## src/rtl/vend_pkg.sv

```systemverilog
// rtl/vend_pkg.sv - shared types and constants for the soda vending controller
// Contents: vend_state_t FSM encoding, coin values, the payout step and a
// coin decode helper used by vend_ctrl.
package vend_pkg;

  typedef enum logic [1:0] {
    S_IDLE    = 2'd0,
    S_COLLECT = 2'd1,
    S_VEND    = 2'd2,
    S_PAYOUT  = 2'd3
  } vend_state_t;

  localparam int CREDIT_W = 6;
  localparam int COUNT_W  = 4;

  localparam logic [CREDIT_W-1:0] NICKEL_C    = 6'd5;
  localparam logic [CREDIT_W-1:0] DIME_C      = 6'd10;
  localparam logic [CREDIT_W-1:0] QUARTER_C   = 6'd25;
  localparam logic [CREDIT_W-1:0] NICKEL_STEP = 6'd5;

  // Value of a single coin; only meaningful when at most one input is high.
  function automatic logic [CREDIT_W-1:0] coin_value(input logic n, input logic d, input logic q);
    logic [CREDIT_W-1:0] v;
    v = '0;
    if (n) v = NICKEL_C;
    if (d) v = DIME_C;
    if (q) v = QUARTER_C;
    return v;
  endfunction

endpackage

```

## src/rtl/vend_credit.sv

```systemverilog
// rtl/vend_credit.sv - credit register and paid-nickel counter
// Ports:
//   clk_i, rst_i      clock, synchronous active-high reset
//   clear             zero the credit register
//   add_en, add_val   add a coin value to credit
//   sub_en, sub_val   subtract from credit (wins over add)
//   cnt_inc, cnt_clr  nickel counter increment / clear (clear wins)
//   credit            current credit in cents
//   count             nickels paid so far in the current payout
module vend_credit
  import vend_pkg::*;
(
  input  logic                clk_i,
  input  logic                rst_i,
  input  logic                clear,
  input  logic                add_en,
  input  logic [CREDIT_W-1:0] add_val,
  input  logic                sub_en,
  input  logic [CREDIT_W-1:0] sub_val,
  input  logic                cnt_inc,
  input  logic                cnt_clr,
  output logic [CREDIT_W-1:0] credit,
  output logic [COUNT_W-1:0]  count
);

  always_ff @(posedge clk_i) begin
    if (rst_i || clear) begin
      credit <= '0;
    end else if (sub_en) begin
      credit <= credit - sub_val;
    end else if (add_en) begin
      credit <= credit + add_val;
    end
  end

  always_ff @(posedge clk_i) begin
    if (rst_i || cnt_clr) begin
      count <= '0;
    end else if (cnt_inc) begin
      count <= count + 4'd1;
    end
  end

endmodule

```

## src/rtl/vend_ctrl.sv

```systemverilog
// rtl/vend_ctrl.sv - vending sequencer: coin intake, vend handshake, nickel payout
// Ports:
//   clk_i, rst_i                 clock, synchronous active-high reset
//   nickle_i, dime_i, quater_i   one-cycle coin samples
//   cancel_i                     refund request (honoured only in COLLECT)
//   vend_ack_i                   dispenser released a soda (used in VEND)
//   coin_rdy_i                   hopper ejects a nickel this cycle (used in PAYOUT)
//   vend_req_o                   dispense request, high throughout VEND
//   nickel_req_o                 eject request, high throughout PAYOUT
//   coin_rej_o                   one-cycle pulse after a rejected coin sample
//   credit_o                     current credit in cents
//   change_o                     nickels paid by the last completed transaction
//   busy_o                       high in VEND or PAYOUT
module vend_ctrl
  import vend_pkg::*;
#(
  parameter int PRICE = 20
) (
  input  logic                clk_i,
  input  logic                rst_i,
  input  logic                nickle_i,
  input  logic                dime_i,
  input  logic                quater_i,
  input  logic                cancel_i,
  input  logic                vend_ack_i,
  input  logic                coin_rdy_i,
  output logic                vend_req_o,
  output logic                nickel_req_o,
  output logic                coin_rej_o,
  output logic [CREDIT_W-1:0] credit_o,
  output logic [COUNT_W-1:0]  change_o,
  output logic                busy_o
);

  localparam logic [CREDIT_W-1:0] PRICE_C = CREDIT_W'(PRICE);

  vend_state_t         state, state_next;
  logic [CREDIT_W-1:0] credit;
  logic [COUNT_W-1:0]  count;
  logic [COUNT_W-1:0]  change_q, change_val;
  logic                change_load;
  logic                rej_q, rej_next;

  logic                add_en, sub_en, cnt_inc, cnt_clr;
  logic [CREDIT_W-1:0] sub_val, coin_val;
  logic [1:0]          coin_cnt;
  logic                any_coin, one_coin, open, cancel_hon, accept;
  logic [CREDIT_W:0]   sum;

  // Coin decode
  assign coin_cnt   = {1'b0, nickle_i} + {1'b0, dime_i} + {1'b0, quater_i};
  assign any_coin   = (coin_cnt != 2'd0);
  assign one_coin   = (coin_cnt == 2'd1);
  assign coin_val   = coin_value(nickle_i, dime_i, quater_i);
  assign open       = (state == S_IDLE) || (state == S_COLLECT);
  assign cancel_hon = cancel_i && (state == S_COLLECT);
  // A coin arriving with an honoured cancel is returned so the refund
  // amount is the credit the customer saw when pressing cancel.
  assign accept     = one_coin && open && !cancel_hon;
  assign sum        = {1'b0, credit} + {1'b0, coin_val};

  always_comb begin
    state_next  = state;
    add_en      = 1'b0;
    sub_en      = 1'b0;
    sub_val     = NICKEL_STEP;
    cnt_inc     = 1'b0;
    cnt_clr     = 1'b0;
    change_load = 1'b0;
    change_val  = '0;
    rej_next    = any_coin && !accept;

    case (state)
      S_IDLE, S_COLLECT: begin
        if (cancel_hon) begin
          state_next = S_PAYOUT;
        end else if (accept) begin
          add_en     = 1'b1;
          state_next = (sum >= {1'b0, PRICE_C}) ? S_VEND : S_COLLECT;
        end
      end
      S_VEND: begin
        if (vend_ack_i) begin
          sub_en  = 1'b1;
          sub_val = PRICE_C;
          if (credit == PRICE_C) begin
            state_next  = S_IDLE;
            change_load = 1'b1;
            change_val  = '0;
          end else begin
            state_next = S_PAYOUT;
          end
        end
      end
      S_PAYOUT: begin
        if (coin_rdy_i) begin
          sub_en  = 1'b1;
          sub_val = NICKEL_STEP;
          cnt_inc = 1'b1;
          if (credit == NICKEL_STEP) begin
            // Last nickel: publish the total including this one and rearm
            // the counter for the next transaction.
            state_next  = S_IDLE;
            change_load = 1'b1;
            change_val  = count + 4'd1;
            cnt_clr     = 1'b1;
          end
        end
      end
      default: state_next = S_IDLE;
    endcase
  end

  always_ff @(posedge clk_i) begin
    if (rst_i) begin
      state    <= S_IDLE;
      rej_q    <= 1'b0;
      change_q <= '0;
    end else begin
      state <= state_next;
      rej_q <= rej_next;
      if (change_load) begin
        change_q <= change_val;
      end
    end
  end

  vend_credit u_credit (
    .clk_i   (clk_i),
    .rst_i   (rst_i),
    .clear   (1'b0),
    .add_en  (add_en),
    .add_val (coin_val),
    .sub_en  (sub_en),
    .sub_val (sub_val),
    .cnt_inc (cnt_inc),
    .cnt_clr (cnt_clr),
    .credit  (credit),
    .count   (count)
  );

  assign vend_req_o   = (state == S_VEND);
  assign nickel_req_o = (state == S_PAYOUT);
  assign busy_o       = (state == S_VEND) || (state == S_PAYOUT);
  assign coin_rej_o   = rej_q;
  assign credit_o     = credit;
  assign change_o     = change_q;

  a_payout_credit: assert property (@(posedge clk_i) disable iff (rst_i)
    (state == S_PAYOUT) |-> (credit >= NICKEL_STEP));

endmodule

```

## config.mk

```make
export PLATFORM = sky130hd
export DESIGN_NAME = vend_ctrl
export DESIGN_NICKNAME = d
export VERILOG_FILES = /design/src/rtl/vend_pkg.sv /design/src/rtl/vend_credit.sv /design/src/rtl/vend_ctrl.sv
export SDC_FILE = /design/constraint.sdc
export NUM_CORES = 1
export LEC_CHECK = 0
export CAP_MARGIN = 20
export CORE_MARGIN = 2
export CORE_UTILIZATION = 53
export DETAILED_ROUTE_END_ITERATION = 6
export HOLD_SLACK_MARGIN = 0.15
export PLACE_DENSITY_LB_ADDON = 0.12
export SETUP_SLACK_MARGIN = 0.4
export SYNTH_ARGS = -nofsm -noshare
export SYNTH_HDL_FRONTEND = slang
export SYNTH_SLANG_ARGS = --single-unit
```

## constraint.sdc

```tcl
create_clock -name clk_i -period 3.7 [get_ports clk_i]
set_input_delay 0.925 -clock clk_i [delete_from_list [all_inputs] [get_ports clk_i]]
set_output_delay 0.925 -clock clk_i [all_outputs]
set_load 0.05 [all_outputs]
```

**Word-level counts from Yosys, hierarchy flattened**

Index checks and enable logic that the tools add are counted.

- Add/sub/neg operators: 6
- Magnitude comparators: 1
- Equal/unequal tests: 10
- Multiplexer cells: 31
- Reduce and logical (&&, ||, !) cells: 14

Operators by type and width:

| cell | count |
|---|---|
| $mux W6 | 4 |
| $mux W2 | 7 |
| $mux W4 | 3 |
| $mux W1 | 11 |
| $mux W5 | 2 |
| $add A6 B6 Y7 | 1 |
| $ge A7 B5 Y1 const B | 1 |
| $add A6 B6 Y6 | 1 |
| $eq A6 B3 Y1 const B | 1 |
| $eq A6 B5 Y1 const B | 1 |
| $pmux W2 S3 | 1 |
| $sub A6 B5 Y6 | 1 |
| $add A4 B1 Y4 const B | 1 |
| $eq A2 B1 Y1 const B | 2 |
| $eq A2 B2 Y1 const B | 2 |
| $logic_and A1 B1 Y1 | 4 |
| $ne A2 B2 Y1 const B | 2 |
| $pmux W1 S2 | 2 |
| $reduce_and A4 Y1 | 1 |
| $reduce_bool A2 Y1 | 2 |
| $logic_or A1 B1 Y1 | 3 |
| $mux W3 | 1 |
| $ne A3 B3 Y1 const B | 1 |
| $add A1 B1 Y2 | 1 |
| other kinds (5) | 6 |

- Bits in registers: 17
- Input bits: 8
- Output and inout port bits: 14
- Logic and storage cells: 67

**Depth between registers and ports, before layout**

- Depth in word-level cells: 10
- Gate-level depth with buffers: 11
- Mapped depth without buffers: 11

**Modules after synthesis**

From an unflattened synthesis, not the netlist that was laid out.

- Cell total of the unflattened synthesis: 179
- Area, all modules: 1468.9 sq um

By module, submodules not included:

| module | instances | cells each | area an instance (sq um) | seq. area each (sq um) |
|---|---|---|---|---|
| vend_credit | 1 | 97 | 800.8 | 200.2 |
| vend_ctrl | 1 | 82 | 668.1 | 140.1 |

**Worst setup path after synthesis**

No wires, ideal clock.

- Kind: register -> register
- Start point: register state[0]
- End point: register u_credit.credit[4]
- Library setup time: 0.071 ns
- Arrival: 2.895 ns
- Data required time: 3.629 ns
- Path slack: 0.734 ns
- Stages on the path, launching flop included: 12
- Path buffers: 1
- Clock period less this slack: 2.966 ns
- Path through: dfxtp_1 -> buf_2 -> nor2b_1 -> and2_1 -> a21oi_1 -> ha_1 -> fa_1 -> nor2b_1 -> o21a_1 -> nor3_1 -> or3b_2 -> a21oi_1

- Elaborated cells on any way between the ends: 18
- Those cells by class: 1 x add/sub; 3 x eq/ne; 6 x mux; 8 x reduce/logical

RTL lines:

| element | line | RTL |
|---|---|---|
| from (decl) | vend_ctrl.sv:37 | `vend_state_t state, state_next;` |
| from (signal assigned) | vend_ctrl.sv:120 | `state <= state_next;` |
| $eq A2 B2 Y1 (*) | n/a |  |
| via vend_req_o | vend_ctrl.sv:27 | `output logic vend_req_o,` |
| $mux W5 | n/a |  |
| $sub A6 B5 Y6 | vend_credit.sv:30 | `credit <= credit - sub_val;` |
| $mux W6 | vend_credit.sv:29 | `end else if (sub_en) begin` |
| to (signal assigned) | vend_credit.sv:30 |  |
| to (signal assigned) | vend_credit.sv:32 | `credit <= credit + add_val;` |
| to (decl) | vend_credit.sv:22 | `output logic [CREDIT_W-1:0] credit,` |

The timed path passes the listed nets; every way through them passes the cells marked *.
A chain may end at the register's enable or synchronous reset.

**Worst setup path after layout**

- Start point: input nickle_i
- End point: register u_credit.credit[4]

- Longest elaborated chain between the ends: 9
- Elaborated cells on any way between the ends: 15
- Those cells by class: 3 x add/sub; 1 x eq/ne; 8 x mux; 3 x reduce/logical

Ends and longest elaborated chain:

| element | line | RTL |
|---|---|---|
| from (decl) | vend_ctrl.sv:21 | `input logic nickle_i,` |
| $add A1 B1 Y2 | vend_ctrl.sv:51 | `assign coin_cnt = {1'b0, nickle_i} + {1'b0, dime_i} + {1'b0, quater_i};` |
| $add A2 B1 Y2 | vend_ctrl.sv:51 |  |
| $eq A2 B1 Y1 | vend_ctrl.sv:53 | `assign one_coin = (coin_cnt == 2'd1);` |
| $logic_and A1 B1 Y1 (2 in a row) | vend_ctrl.sv:59 | `assign accept = one_coin && open && !cancel_hon;` |
| $mux W1 | vend_ctrl.sv:77 | `end else if (accept) begin` |
| $mux W1 | vend_ctrl.sv:75 | `if (cancel_hon) begin` |
| $mux W1 | vend_ctrl.sv:73 | `case (state)` |
| $reduce_bool A2 Y1 (no line) | n/a |  |

Several ways; a longest one is shown, not always the timed one. The select of a mux whose other input is x is not followed.

==> metrics.md <==
| Metric | Value |
|---|---|
| Die width | 55.4 um |
| Power share of the combinational group | 61.1% |
| Yosys reg bits | 17 |
| Hold/Removal Path Class | reg -> reg |
| CTS resizes | 0 |
| Layout Nets | 224 |
| Syn-to-layout area delta | 19.7% |
| Worst Skew | 19.0 ps |
| Detailed Place HPWL | 2630 um |
| Final Cycle Share | 84.9% |
| Number of synthesized flops with an enable pin | 0 |
| Setup violations, final | 0 |
| Crit start category | input port |
| Min cycle time layout | 3140 ps |
| Post-synth top area share | 24.3% |
| CTS tree | done |
| DRC viols | 0 |
| Register-to-register setup slack | 960 ps |
| Leading area contributor after synthesis | dfxtp_1 |
| Gr ovfl total | 0 |
| Asr flop ratio synth | 0% |
| Syn Inst Count | 180 |
| Largest net degree at the start of global routing | 18 |
| Hold violation count in the final report | 0 |
| Power Total | 1.01 mW |
| Vias per cell | 5.88 |
| Seq/Total Area, Yosys | 24.3% |
| Sequential Area | 340 um2 |
| Clk Latency, worst-skew pair | 300 ps |
| Multi-input gate area | 0.00101 mm2 |
| MaxCap Viol Count | 0 |
| Status | complete, no violations |
| Clock tree buffer depth | 2 |
| DIE HEIGHT | 55.4 um |
| Critical path class | in -> reg |
| Cell area power density | 602 mW/mm2 |
| Max Fanout on Critical Path | 4 |
| Global-route usage over all layers | 23.3% |
| Num ports | 22 |
| Die ar. | 0.00307 mm2 |
| Fillers | 237 |
| Final ANT Viol Nets | 0 |
| Starting density of the core | 56.1% |
| Switching Share | 49.9% |
| Synth Net Count | 203 |
| Clock share of power | 10.2% |
| CTS hold repair buffers | 0 |
| Int Pwr | 0.506 mW |
| CTS Sinks | 17 |
| Psw | 0.504 mW |
| Main area contributors after synthesis | dfxtp_1 24%, ha_1 11%, nor2_1 7.2%, a21oi_1 5.7%, fa_1 4.3% |
| Vias in the first global route | 1344 |
| Static leakage | 0.661 nW |
| H-tree levels | 1 |
| Worst Tran Pin Value | 639 ps |
| Layout cell share with drive strength beyond 1 | 9.50% |
| First-pass DRT Iterations | 4 |
| Root Buffer | clkbuf_4 |
| Drt total wl | 3400 um |
| Fmax | 0.318 GHz |
| Initial antenna violation count | 0 |
| Final Max Tran Viols | 0 |
| WL per Instance | 14.8 um |
| Synthesized area per cell | 7.79 um2 |
| Hold slack | 492 ps |
| Distinct cells, synth | 47 |
| Arrival time worst endpoint | 3350 ps |
| CTS clk-pin slew, worst paths | 110 ps |
| GPL Wtd Cong | 0.964 |
| Finished Layout Cells | 230 |
| Ys flop type | dfxtp_1 |
| Worst slew margin | 57.3% |
| Maximum vdd drop | 469 uV |
| Yosys Warn Count | 0 |
| ANT cells | 0 |
| CP Capture Type | flop |
| CTS Buf Count | 3 |
| Core area | 0.00250 mm2 |
| Port Buffers | 21 |
| Crit-path slowest cell | clkdlybuf4s50_1 |
| Sum Neg Setup Slack | 0 ps |
| Setup bufs post-CTS | 0 |
| Initial DRC count | 56 |
| Worst-path cell chain | clkdlybuf4s50_1 > a21oi_4 > ha_1 > nand2_1 > inv_1 > fa_1 > nor2b_2 > o21a_1 > nor3_1 > or3b_2 > a21oi_1 |
| RSZ-0062 raised after global routing | false |
| Inst Count DP | 226 |
| Critical path required time | 3910 ps |
| Vias post-DR | 1352 |
| Global-route wire length before repair | 5850 um |
| Std-Cell Rows | 18 |
| Slowest stage delay, CP | 600 ps |
| Synth Cell Area | 0.00140 mm2 |
| Sequential fraction of design power | 28.7% |
-- cell type report --
type | count | area share (%)
clock inverter | 1 | 0.298
inverter | 10 | 2.24
clock buffer | 3 | 1.34
tap | 30 | 2.24
multi-input combinational | 147 | 60.5
sequential | 17 | 20.3
timing repair buffer | 22 | 13.1
-- path summary, 6_finish.rpt --
kind | to | cells after the start | start
hold / removal | u_credit.count[1]$_SDFFE_PP0N_ | 2 | u_credit.count[1]$_SDFFE_PP0N_
hold reg to reg | u_credit.count[1]$_SDFFE_PP0N_ | 2 | u_credit.count[1]$_SDFFE_PP0N_
setup / recovery | u_credit.credit[4]$_SDFFE_PP0P_ | 11 | nickle_i
setup reg to reg | u_credit.credit[4]$_SDFFE_PP0P_ | 10 | state[1]$_SDFFE_PP0P_
-- power by group through the flow --
| stage | logic [mW] | clock network (mW) | registers (mW) |
|---|---|---|---|
| floorplan | 0.404 | 0 | 0.336 |
| global placement | 0.588 | 0 | 0.291 |
| detailed placement | 0.604 | 0 | 0.292 |
| CTS | 0.608 | 0.108 | 0.288 |
| global route | 0.675 | 0.117 | 0.299 |
| finish | 0.617 | 0.103 | 0.290 |
-- cells in the final DEF (no fill, tap or decap), types with 2 or more instances in the layout --
master	n
nor2_1	26
a21oi_1	15
nand3_1	4
xnor2_1	2
clkdlybuf4s50_1	20
ha_1	12
inv_1	9
clkbuf_4	3
nor4_1	3
fa_1	3
dfxtp_1	17
nor3_1	7
and2_1	3
nand2_1	13
or2_2	2
a211oi_1	2
o21ai_0	7
nand2b_1	3
nor3b_1	2
a22oi_1	2
xor2_1	4
nor2b_1	6
o21a_1	3
or3b_2	2
-- synth_stat cells (all sizes together) (2+ instances only) --
| master | number |
|---|---|
| a211oi | 2 |
| a21oi | 16 |
| a22oi | 3 |
| and2 | 3 |
| buf | 2 |
| clkbuf | 4 |
| dfxtp | 17 |
| fa | 3 |
| ha | 12 |
| inv | 10 |
| nand2 | 13 |
| nand2b | 3 |
| nand3 | 4 |
| nor2 | 27 |
| nor2b | 7 |
| nor3 | 7 |
| nor3b | 2 |
| nor4 | 3 |
| o211ai | 2 |
| o21a | 3 |
| o21ai | 7 |
| o311ai | 3 |
| or2 | 2 |
| or3b | 2 |
| xnor2 | 2 |
| xor2 | 4 |
-- worst max-delay path: cells and delay by family --
family | cells | cell delay (ps)
AO/OA/AOI/OAI | 3 | 370
adder cells (fa/ha/maj) | 2 | 700
buffers and inverters | 2 | 660
AND/OR/NAND/NOR | 4 | 700
-- per-stage QoR --
stage                     instance area (um2)  worst slack, ps  utilization [%]
after detailed placement                 1630              133             65.3
after CTS                                1660              434             66.4
after global routing                     1680              434             67.1
after floorplan                          1400              734                -
final                                    1680              558             67.1
after global placement                   1630              181             65.3
-- cells by family after synthesis --
family          Yosys count  synth area share (%)
xor+xnor                  6                  3.75
mux                       2                  1.52
fa+ha+maj                15                  15.0
flops                    17                  24.3
simple gates             81                  30.3
compound gates           43                  20.7
buf+inv                  16                  4.46
-- sequential cells by signal (all words and copies together), names as in the netlist --
signal,flops
change_o,4
state,2
coin_rej_o,1
u_credit.count,4
u_credit.credit,6
-- layer usage --
metal  wire length, um  GRT usage, %  up-vias
li1                  -             -      683
met1              1590          30.1      623
met2              1630          39.6       38
met3               117          3.75        8
met4                66          6.97        0
met5                 0             0        -
(Power assumes the default switching activity.)
